$ cat config.mk
export PLATFORM = sky130hd
export DESIGN_NAME = encoder83_sync
export DESIGN_NICKNAME = d
export VERILOG_FILES = /design/src/rtl/encoder83_sync.sv
export SDC_FILE = /design/constraint.sdc
export NUM_CORES = 1
export LEC_CHECK = 0
export ABC_AREA = 0
export CORE_ASPECT_RATIO = 0.8
export CORE_MARGIN = 1.5
export CORE_UTILIZATION = 40
export DETAILED_ROUTE_END_ITERATION = 10
export GPL_TIMING_DRIVEN = 0
export PLACE_DENSITY = 0.61
export REMOVE_ABC_BUFFERS = 1
export SLEW_MARGIN = 15
export SYNTH_ARGS = -nofsm -noshare
export SYNTH_HDL_FRONTEND = slang
export SYNTH_SLANG_ARGS = --single-unit
$ cat constraint.sdc
create_clock -name clk -period 1.6 [get_ports clk]
set_input_delay 0.32 -clock clk [delete_from_list [all_inputs] [get_ports clk]]
set_output_delay 0.32 -clock clk [all_outputs]
set_load 0.02 [all_outputs]
$ cat src/rtl/encoder83_sync.sv
// encoder83_sync
// Synchronous 8-to-3 priority encoder. It is the inverse of the active-low
// 3-to-8 decoder.
//
// Falling edges on the active-low request lines are captured as pending
// bits. The highest-priority pending line is the lowest index. It is
// presented as code = ~k (7 - k) on a valid/ready output handshake.
//
// Handshake: a transfer happens at a rising edge where out_valid and
// out_ready are both high. Once raised, out_valid and code hold stable until
// that transfer completes. Only reset can drop out_valid without a transfer.
// out_ready may change freely and has no combinational path to any output.
//
// Optional feature: define ENC83_OVF_EN to add the sticky lost-request flag
// (ovf) and its synchronous clear (ovf_clr).
//
// Ports:
//   clk        in   1  clock, rising edge
//   rst_n      in   1  asynchronous active-low reset
//   req_n      in   8  request lines, active-low, synchronous to clk
//   out_ready  in   1  consumer accepts code when high with out_valid
//   code       out  3  encoded line number (~k)
//   out_valid  out  1  code is valid
//   busy       out  1  any request pending or a code being presented
//   state_dbg  out  1  FSM state (0 = IDLE, 1 = PRESENT)
//   ovf        out  1  sticky overflow (ENC83_OVF_EN only)
//   ovf_clr    in   1  synchronous clear of ovf (ENC83_OVF_EN only)

module encoder83_sync (
   input  logic       clk,
   input  logic       rst_n,
   input  logic [7:0] req_n,
   input  logic       out_ready,
   output logic [2:0] code,
   output logic       out_valid,
   output logic       busy,
   output logic       state_dbg
`ifdef ENC83_OVF_EN
   ,
   output logic       ovf,
   input  logic       ovf_clr
`endif
);

   typedef enum logic {
      IDLE    = 1'b0,
      PRESENT = 1'b1
   } state_t;

   state_t     state, state_nxt;
   logic [7:0] req_q;
   logic [7:0] pend, pend_nxt;
   logic [7:0] fall;
   logic [7:0] clr_mask;
   logic [2:0] sel_k;
   logic [2:0] code_nxt;
   logic       valid_nxt;
   logic       accept;
   logic       armed;

   // armed is low for the first edge after reset. That edge only samples
   // req_n into req_q. A line held low through reset release then counts
   // as already low, and it must rise and fall again to raise a request.
   assign fall = armed ? (req_q & ~req_n) : 8'h00;

   assign accept = out_valid & out_ready;

   // Clear the line being handed over. Any fall in the same cycle is ORed
   // in after the clear, so a simultaneous set wins.
   always_comb begin
      clr_mask = 8'h00;
      if (accept) clr_mask[~code] = 1'b1;
   end

   assign pend_nxt = (pend & ~clr_mask) | fall;

   // Lowest pending index wins. Scanning downward lets the lowest index
   // overwrite the others.
   always_comb begin
      sel_k = 3'd0;
      for (int i = 7; i >= 0; i--) begin
         if (pend[i]) sel_k = 3'(i);
      end
   end

   always_comb begin
      state_nxt = state;
      code_nxt  = code;
      valid_nxt = out_valid;
      case (state)
         IDLE: begin
            // Selection looks at the registered pend only, never this
            // cycle's fall.
            if (pend != 8'h00) begin
               code_nxt  = ~sel_k;
               valid_nxt = 1'b1;
               state_nxt = PRESENT;
            end
         end
         PRESENT: begin
            if (out_ready) begin
               valid_nxt = 1'b0;
               state_nxt = IDLE;
            end
         end
         default: begin
            state_nxt = IDLE;
            valid_nxt = 1'b0;
         end
      endcase
   end

   always_ff @(posedge clk or negedge rst_n) begin
      if (!rst_n) begin
         req_q     <= 8'hFF;
         armed     <= 1'b0;
         pend      <= 8'h00;
         state     <= IDLE;
         code      <= 3'd0;
         out_valid <= 1'b0;
      end else begin
         req_q     <= req_n;
         armed     <= 1'b1;
         pend      <= pend_nxt;
         state     <= state_nxt;
         code      <= code_nxt;
         out_valid <= valid_nxt;
      end
   end

   assign busy      = (|pend) | out_valid;
   assign state_dbg = state;

`ifdef ENC83_OVF_EN
   // A fall on a line that is already pending, and is not handed over in
   // the same cycle, is a lost request. A new loss beats ovf_clr.
   logic ovf_set;
   assign ovf_set = |(fall & pend & ~clr_mask);

   always_ff @(posedge clk or negedge rst_n) begin
      if (!rst_n)        ovf <= 1'b0;
      else if (ovf_set)  ovf <= 1'b1;
      else if (ovf_clr)  ovf <= 1'b0;
   end
`endif

endmodule

==> results.json, run 1 <==
{
  "outcome": "finished, violations left",
  "violations": "negative setup slack",
  "finalSetupTns_ns": -0.287,
  "grt_setup_unrepaired": "true",
  "worstPathRequired_ns": 1.28,
  "cts_root_buffer": "sky130_fd_sc_hd__clkbuf_4",
  "port_buffers": 16,
  "synthesis.yosys.warnings": 0,
  "cts_max_level": 1,
  "reg2reg_to": "code[0]",
  "die_height_um": 45.1,
  "rr_startpoint": "pend[5]",
  "finalWeightedCongestion": 0.808,
  "finalSetupViolations": 2,
  "synth_enable_flop_cells": 0,
  "avgSynthCellArea_sq_um": 11.4,
  "tritoncts_clock_tree": "done",
  "post_synth_most_frequent_cells": "sky130_fd_sc_hd__dfrtp_1, sky130_fd_sc_hd__o21ai_0, sky130_fd_sc_hd__nand2_1, sky130_fd_sc_hd__dfstp_2, sky130_fd_sc_hd__nand3b_1",
  "timing_worst_setup_path_type": "reg -> out",
  "detailedRoute.firstIterationViolations": 10,
  "worst_slack_ns": -0.214,
  "detail_route.wl_per_cell_um": 12.6,
  "synth-async-reset-ratio_pct": 100,
  "die_width_um": 55.6,
  "timing_worst_slew_pin_value_ns": 0.963,
  "timing.reg2reg.setup_slack_ns": 0.34,
  "cts-hold-fix-buffers": 0,
  "core_ar_sq_mm": 0.00212,
  "finish.net_count": 115,
  "timing.critical_path.to": "busy",
  "final_cell_area_sq_mm": 0.00117,
  "clk-insertion-delay-late_ns": 0.31,
  "worst-endpoint-arrival_ns": 1.49,
  "wire_length_of_the_first_global_routing_pass_um": 2840,
  "tritoncts_num_sinks": 22,
  "clk_pin_slew_ns": 0.12,
  "cts_made_buffers": 3,
  "syn_area_sq_um": 886,
  "grt_start_max_net_pins": 23,
  "drtAntennaViolNets": 0,
  "clock_tree.buffer_depth": 2,
  "power.ir.vdd_worst_v": 0.000769,
  "fmaxAchievable_mhz": 551,
  "finalClockSkew_ns": 0.00510,
  "dr_total_vias": 644,
  "synthesis.instances": 78,
  "dpl-instance-area_sq_mm": 0.00107,
  "wirelength_um": 1610,
  "globalRoute.totalOverflow": 0,
  "grt.met3_usage_pct": 6.59,
  "timing.hold.worst.class": "in -> reg",
  "critical_path.max_fanout": 2,
  "finalNonFillerCells": 128,
  "globalRouteMet1Util_pct": 19.1,
  "post-route-util_pct": 55.2,
  "grt.met2_usage_pct": 24.8,
  "crit_path_max_incr_delay_ns": 0.43,
  "worstSetupEndpointType": "output port",
  "final_hold_viol_count": 0,
  "startpoint_type": "flop",
  "post-synth-top-count-cell": "sky130_fd_sc_hd__dfrtp_1",
  "post-place-cells": 118,
  "maxSlewViolCount": 0,
  "antenna_found_initial": 0,
  "critical_path_cell_by_cell": "nor4_4 > nand2_1 > or2_1 > buf_6",
  "design.die.area_sq_mm": 0.00251,
  "synth.top_cell.area_share_pct": 39.5,
  "ys_ff_latch": 22,
  "synth.lib_cells_used.distinct": 21,
  "yosys.area.top_type": "sky130_fd_sc_hd__dfrtp_1",
  "syn_to_final_growth_pct": 32.2,
  "top_level_ports": 17,
  "min_period_ns": 1.81,
  "antenna_cells": 0,
  "first_global_vias": 614,
  "max-cap-violations": 0,
  "route.detailed.drc": 0,
  "pwr_per_cell_area_mw_per_mm2": 1190,
  "start_util_pct": 41.8,
  "worst_path_slowest_cell": "sky130_fd_sc_hd__dfrtp_1",
  "gr-usage-all-layers_pct": 15.5,
  "total_power_mw": 1.39,
  "dp.final_hpwl_um": 1100,
  "worst_hold_slack_ns": 0.418,
  "post_drt_via_cell_ratio": 5.03,
  "power.static_leakage_nw": 0.457,
  "cp-startpoint": "pend[5]",
  "cell_types_occupying_the_most_area_after_synthesis": "sky130_fd_sc_hd__dfrtp_1, sky130_fd_sc_hd__dfstp_2, sky130_fd_sc_hd__o21ai_0",
  "yosysSeqAreaShare_pct": 63.3,
  "global_route.peak_usage_layer": "met2",
  "dr.pass1.iters": 4,
  "worst-r2r-cell-count": 5,
  "place_ws_ns": -0.343,
  "synthFlopType": "sky130_fd_sc_hd__dfrtp_1",
  "drive_gt1_share_pct": 24.3,
  "timing.slew.headroom_pct": 35.6,
  "core.rowCount": 15,
  "period_share_pct": 113
}
## cell usage in the layout (no fill, tap or decap), drive strengths merged
cell,netlist,routed
dfrtp,14,14
clkdlybuf4s50,0,11
a211oi,1,1
a21oi,5,5
o21ai,12,12
nand2b,2,2
nand3,2,2
conb,1,1
nand2,10,10
nor4,2,2
nor2,5,5
dlygate4sd2,0,4
nand3b,7,7
clkbuf,1,3
dfstp,8,8
buf,0,7
inv,2,2
o31ai,2,2
o211ai,1,1
nor2b,1,1
bufinv,0,1
nor3,1,1
or2,1,1
## sequential cells by signal, indices dropped and copies added, names as in the netlist
register	count
armed	1
code	3
out_valid	1
pend	8
req_q	8
state_dbg	1
## cells by family (layout without fill, tap and decap cells)
| family | count (synthesis) | count (layout) | synth area share (%) |
|---|---|---|---|
| simple gates | 31 | 31 | 21.6 |
| flops | 22 | 22 | 63.3 |
| buf+inv | 3 | 28 | 1.27 |
| other cells | 1 | 1 | 0.423 |
| compound gates | 21 | 21 | 13.4 |
## how the worst min path moves through the flow
| stage | from | end | slack (ns) | cells past startpoint |
|---|---|---|---|---|
| after floorplan | rst_n | armed | 0.02 | 0 |
| after global placement | req_q[6] | pend[6] | 0.49 | 2 |
| final | req_n[2] | req_q[2] | 0.42 | 1 |
| after detailed placement | req_q[6] | pend[6] | 0.49 | 2 |
| after global routing | req_n[1] | req_q[1] | 0.39 | 1 |
| after CTS | req_n[1] | req_q[1] | 0.40 | 1 |
## critical path, delay by kind of cell (launching register included)
kind / cells / cell delay (ns)
and+or+nand+nor: 3 / 0.62
DFF: 1 / 0.43
buffers and inverters: 1 / 0.13
## final cells by class
type	count	area, sq um
Tap cell	25	31.3
Clock buffer	3	22.5
Inverter	2	7.51
Fill cell	200	950
Clock inverter	1	30.0
Timing Repair Buffer	22	201
Sequential cell	22	564
Multi-Input combinational cell	53	314
## routing by layer
| layer | up-vias | share of wire (%) | wire (um) |
|---|---|---|---|
| li1 | 319 | - | - |
| met1 | 305 | 48 | 767 |
| met2 | 18 | 44 | 712 |
| met3 | 2 | 6.8 | 110 |
| met4 | 0 | 1.3 | 21 |
| met5 | - | 0 | 0 |
## repair_timing
action | CTS | global route
buffers inserted | 6 | 0
setup endpoints to repair | 6 | 2
gates resized for setup | 13 | 0
pin swaps | 3 | 0
gates cloned | 0 | 0
## power breakdown
group,leakage [nW],total (mW),internal (mW),switching (mW)
Combinational,0.202,0.237,0.117,0.120
Sequential,0.227,0.732,0.641,0.0909
Clock,0.0279,0.419,0.253,0.166
Note: power is estimated with default switching activity, not from simulation.
==> run 2: changes to the inputs <==
--- a/config.mk
+++ b/config.mk
@@ -7,8 +7,9 @@
 export LEC_CHECK = 0
 export ABC_AREA = 0
 export CORE_ASPECT_RATIO = 0.8
-export CORE_MARGIN = 1.5
+export CORE_MARGIN = 1
 export CORE_UTILIZATION = 40
+export CTS_CLUSTER_SIZE = 12
 export DETAILED_ROUTE_END_ITERATION = 10
 export GPL_TIMING_DRIVEN = 0
 export PLACE_DENSITY = 0.61
==> run 2 against run 1 <==
  * The flow still finishes with violations (negative setup slack)
  * Largest cell class unchanged
  * Clock-buffer cell count did not move
  * Clock skew is 0.00085 ns lower
  * Via count up 5.4%
  * Critical path depth stayed put
  * Worst setup slack worse by 0.030 ns
  * Die area is 4.0% lower
  * Critical endpoint unchanged
==> results.json, run 2 (synthesis gave the netlist of run 1 again) <==
{
  "outcome": "finished, violations left",
  "violations": "negative setup slack",
  "worst_slack_ns": -0.243,
  "dr.pass1.iters": 4,
  "cts_made_buffers": 3,
  "period_share_pct": 115,
  "timing_worst_slew_pin_value_ns": 0.962,
  "design.die.area_sq_mm": 0.00241,
  "fmaxAchievable_mhz": 543,
  "reg2reg_to": "state_dbg",
  "max-cap-violations": 0,
  "final_cell_area_sq_mm": 0.00120,
  "drtAntennaViolNets": 0,
  "detail_route.wl_per_cell_um": 13.2,
  "worstSetupEndpointType": "output port",
  "critical_path.max_fanout": 4,
  "dr_total_vias": 679,
  "antenna_cells": 0,
  "clk_pin_slew_ns": 0.12,
  "die_width_um": 54.6,
  "clk-insertion-delay-late_ns": 0.31,
  "globalRoute.totalOverflow": 0,
  "drive_gt1_share_pct": 27.6,
  "min_period_ns": 1.84,
  "largestRegisters": "pend x8, req_q x8, code x3",
  "timing.reg2reg.setup_slack_ns": 0.16,
  "finalSetupViolations": 2,
  "dpl-instance-area_sq_mm": 0.00107,
  "grt_setup_unrepaired": "true",
  "timing.hold.worst.class": "in -> reg",
  "timing_worst_setup_path_type": "reg -> out",
  "worst-r2r-cell-count": 7,
  "start_util_pct": 44.8,
  "syn_to_final_growth_pct": 35.9,
  "sequential_cell_area_sq_um": 564,
  "worstHoldPathCells": 1,
  "detailedRoute.firstIterationViolations": 8,
  "cts_root_buffer": "sky130_fd_sc_hd__clkbuf_4",
  "num-fill-cells": 176,
  "port_buffers": 16,
  "clock_tree.buffer_depth": 2,
  "startpoint_type": "flop",
  "mostFrequentLayoutCells": "sky130_fd_sc_hd__o21ai_0, sky130_fd_sc_hd__dfrtp_1, sky130_fd_sc_hd__clkdlybuf4s50_1",
  "tritoncts_num_sinks": 22,
  "cp-startpoint": "pend[7]",
  "power.ir.vdd_worst_v": 0.000769,
  "dp.final_hpwl_um": 1120,
  "worstPathRequired_ns": 1.28,
  "die_height_um": 44.1,
  "tritoncts_clock_tree": "done",
  "wirelength_um": 1700,
  "pwr_per_cell_area_mw_per_mm2": 1150,
  "post_drt_via_cell_ratio": 5.26,
  "grt_start_max_net_pins": 23,
  "timing.critical_path.to": "busy",
  "first_global_vias": 698,
  "finalClockSkew_ns": 0.00426,
  "antenna_found_initial": 0,
  "finalWeightedCongestion": 0.835,
  "worst-endpoint-arrival_ns": 1.52,
  "maxSlewViolCount": 0,
  "route.detailed.drc": 0,
  "multi_input_comb_area_sq_um": 325,
  "power.static_leakage_nw": 0.468,
  "final_hold_viol_count": 0,
  "top_level_ports": 17,
  "finish.net_count": 117,
  "core.rowCount": 14,
  "finalSetupTns_ns": -0.309,
  "gr-usage-all-layers_pct": 18.0,
  "timing.slew.headroom_pct": 35.6,
  "total_power_mw": 1.39,
  "cts_max_level": 1,
  "rr_startpoint": "pend[7]",
  "core_ar_sq_mm": 0.00198,
  "wire_length_of_the_first_global_routing_pass_um": 2940
}
[run 2: cell types whose count changed in the layout (fill, tap and decap cells not counted)]
cell	change
sky130_fd_sc_hd__buf_6	+2
sky130_fd_sc_hd__a21oi_2	+1
sky130_fd_sc_hd__a21oi_1	-1
sky130_fd_sc_hd__nor2_1	-1
sky130_fd_sc_hd__nor2_4	+1
[run 2: worst min-delay path by stage]
stage | startpoint | end
2_1_floorplan | rst_n | armed
3_3_place_gp | req_q[6] | pend[6]
3_5_place_dp | req_q[6] | pend[6]
4_1_cts | req_n[3] | req_q[3]
5_1_grt | req_n[0] | req_q[0]
6_report | req_n[3] | req_q[3]
[run 2: where the power goes]
group	internal, mW	leakage [nW]	total, mW	switching (mW)
combinational	0.109	0.214	0.226	0.117
clock	0.253	0.0279	0.422	0.169
sequential	0.640	0.227	0.740	0.0998
[run 2: worst max-delay path: stages (launching register included)]
cell and delay [ns]:
sky130_fd_sc_hd__dfrtp_1 0.45, sky130_fd_sc_hd__nor4_4 0.31, sky130_fd_sc_hd__nand2_1 0.10, sky130_fd_sc_hd__or2_1 0.23, sky130_fd_sc_hd__buf_6 0.13
[run 2: layer usage]
| layer | share of wire, % | track usage [%] | vias to the layer above | routed length (um) |
|---|---|---|---|---|
| li1 | - | - | 328 | - |
| met5 | 0 | 0 | - | 0 |
| met3 | 6.3 | 7.22 | 2 | 108 |
| met4 | 0.76 | 4.62 | 0 | 13 |
| met1 | 47 | 21.7 | 329 | 796 |
| met2 | 46 | 29.9 | 20 | 786 |
[run 2: final cells by class]
cell class              instances  area share (%)
repair buffers                 24            18.6
multi-input cells              53            27.0
clock buffers                   3            1.87
flip-flops and latches         22            46.9
clock inverters                 1            2.49
well taps                      24            2.49
inverters                       2           0.624
[run 2: repair_timing]
item / CTS / global route
pin swaps: 3 / 2
hold buffers: 0 / 0
setup endpoints to repair: 6 / 3
setup buffers: 10 / 1
gates resized for setup: 18 / 3
[run 2: through the flow]
step                      setup slack (ns)  util, %  hold WS, ns  std cells
after CTS                           -0.257     61.6        0.404        131
after global routing                -0.343     60.8        0.397        129
final                               -0.243     60.8        0.416        129
after global placement              -0.327     54.2        0.493        117
after detailed placement            -0.352     54.2        0.492        117
after floorplan                      0.178        -       0.0244         77
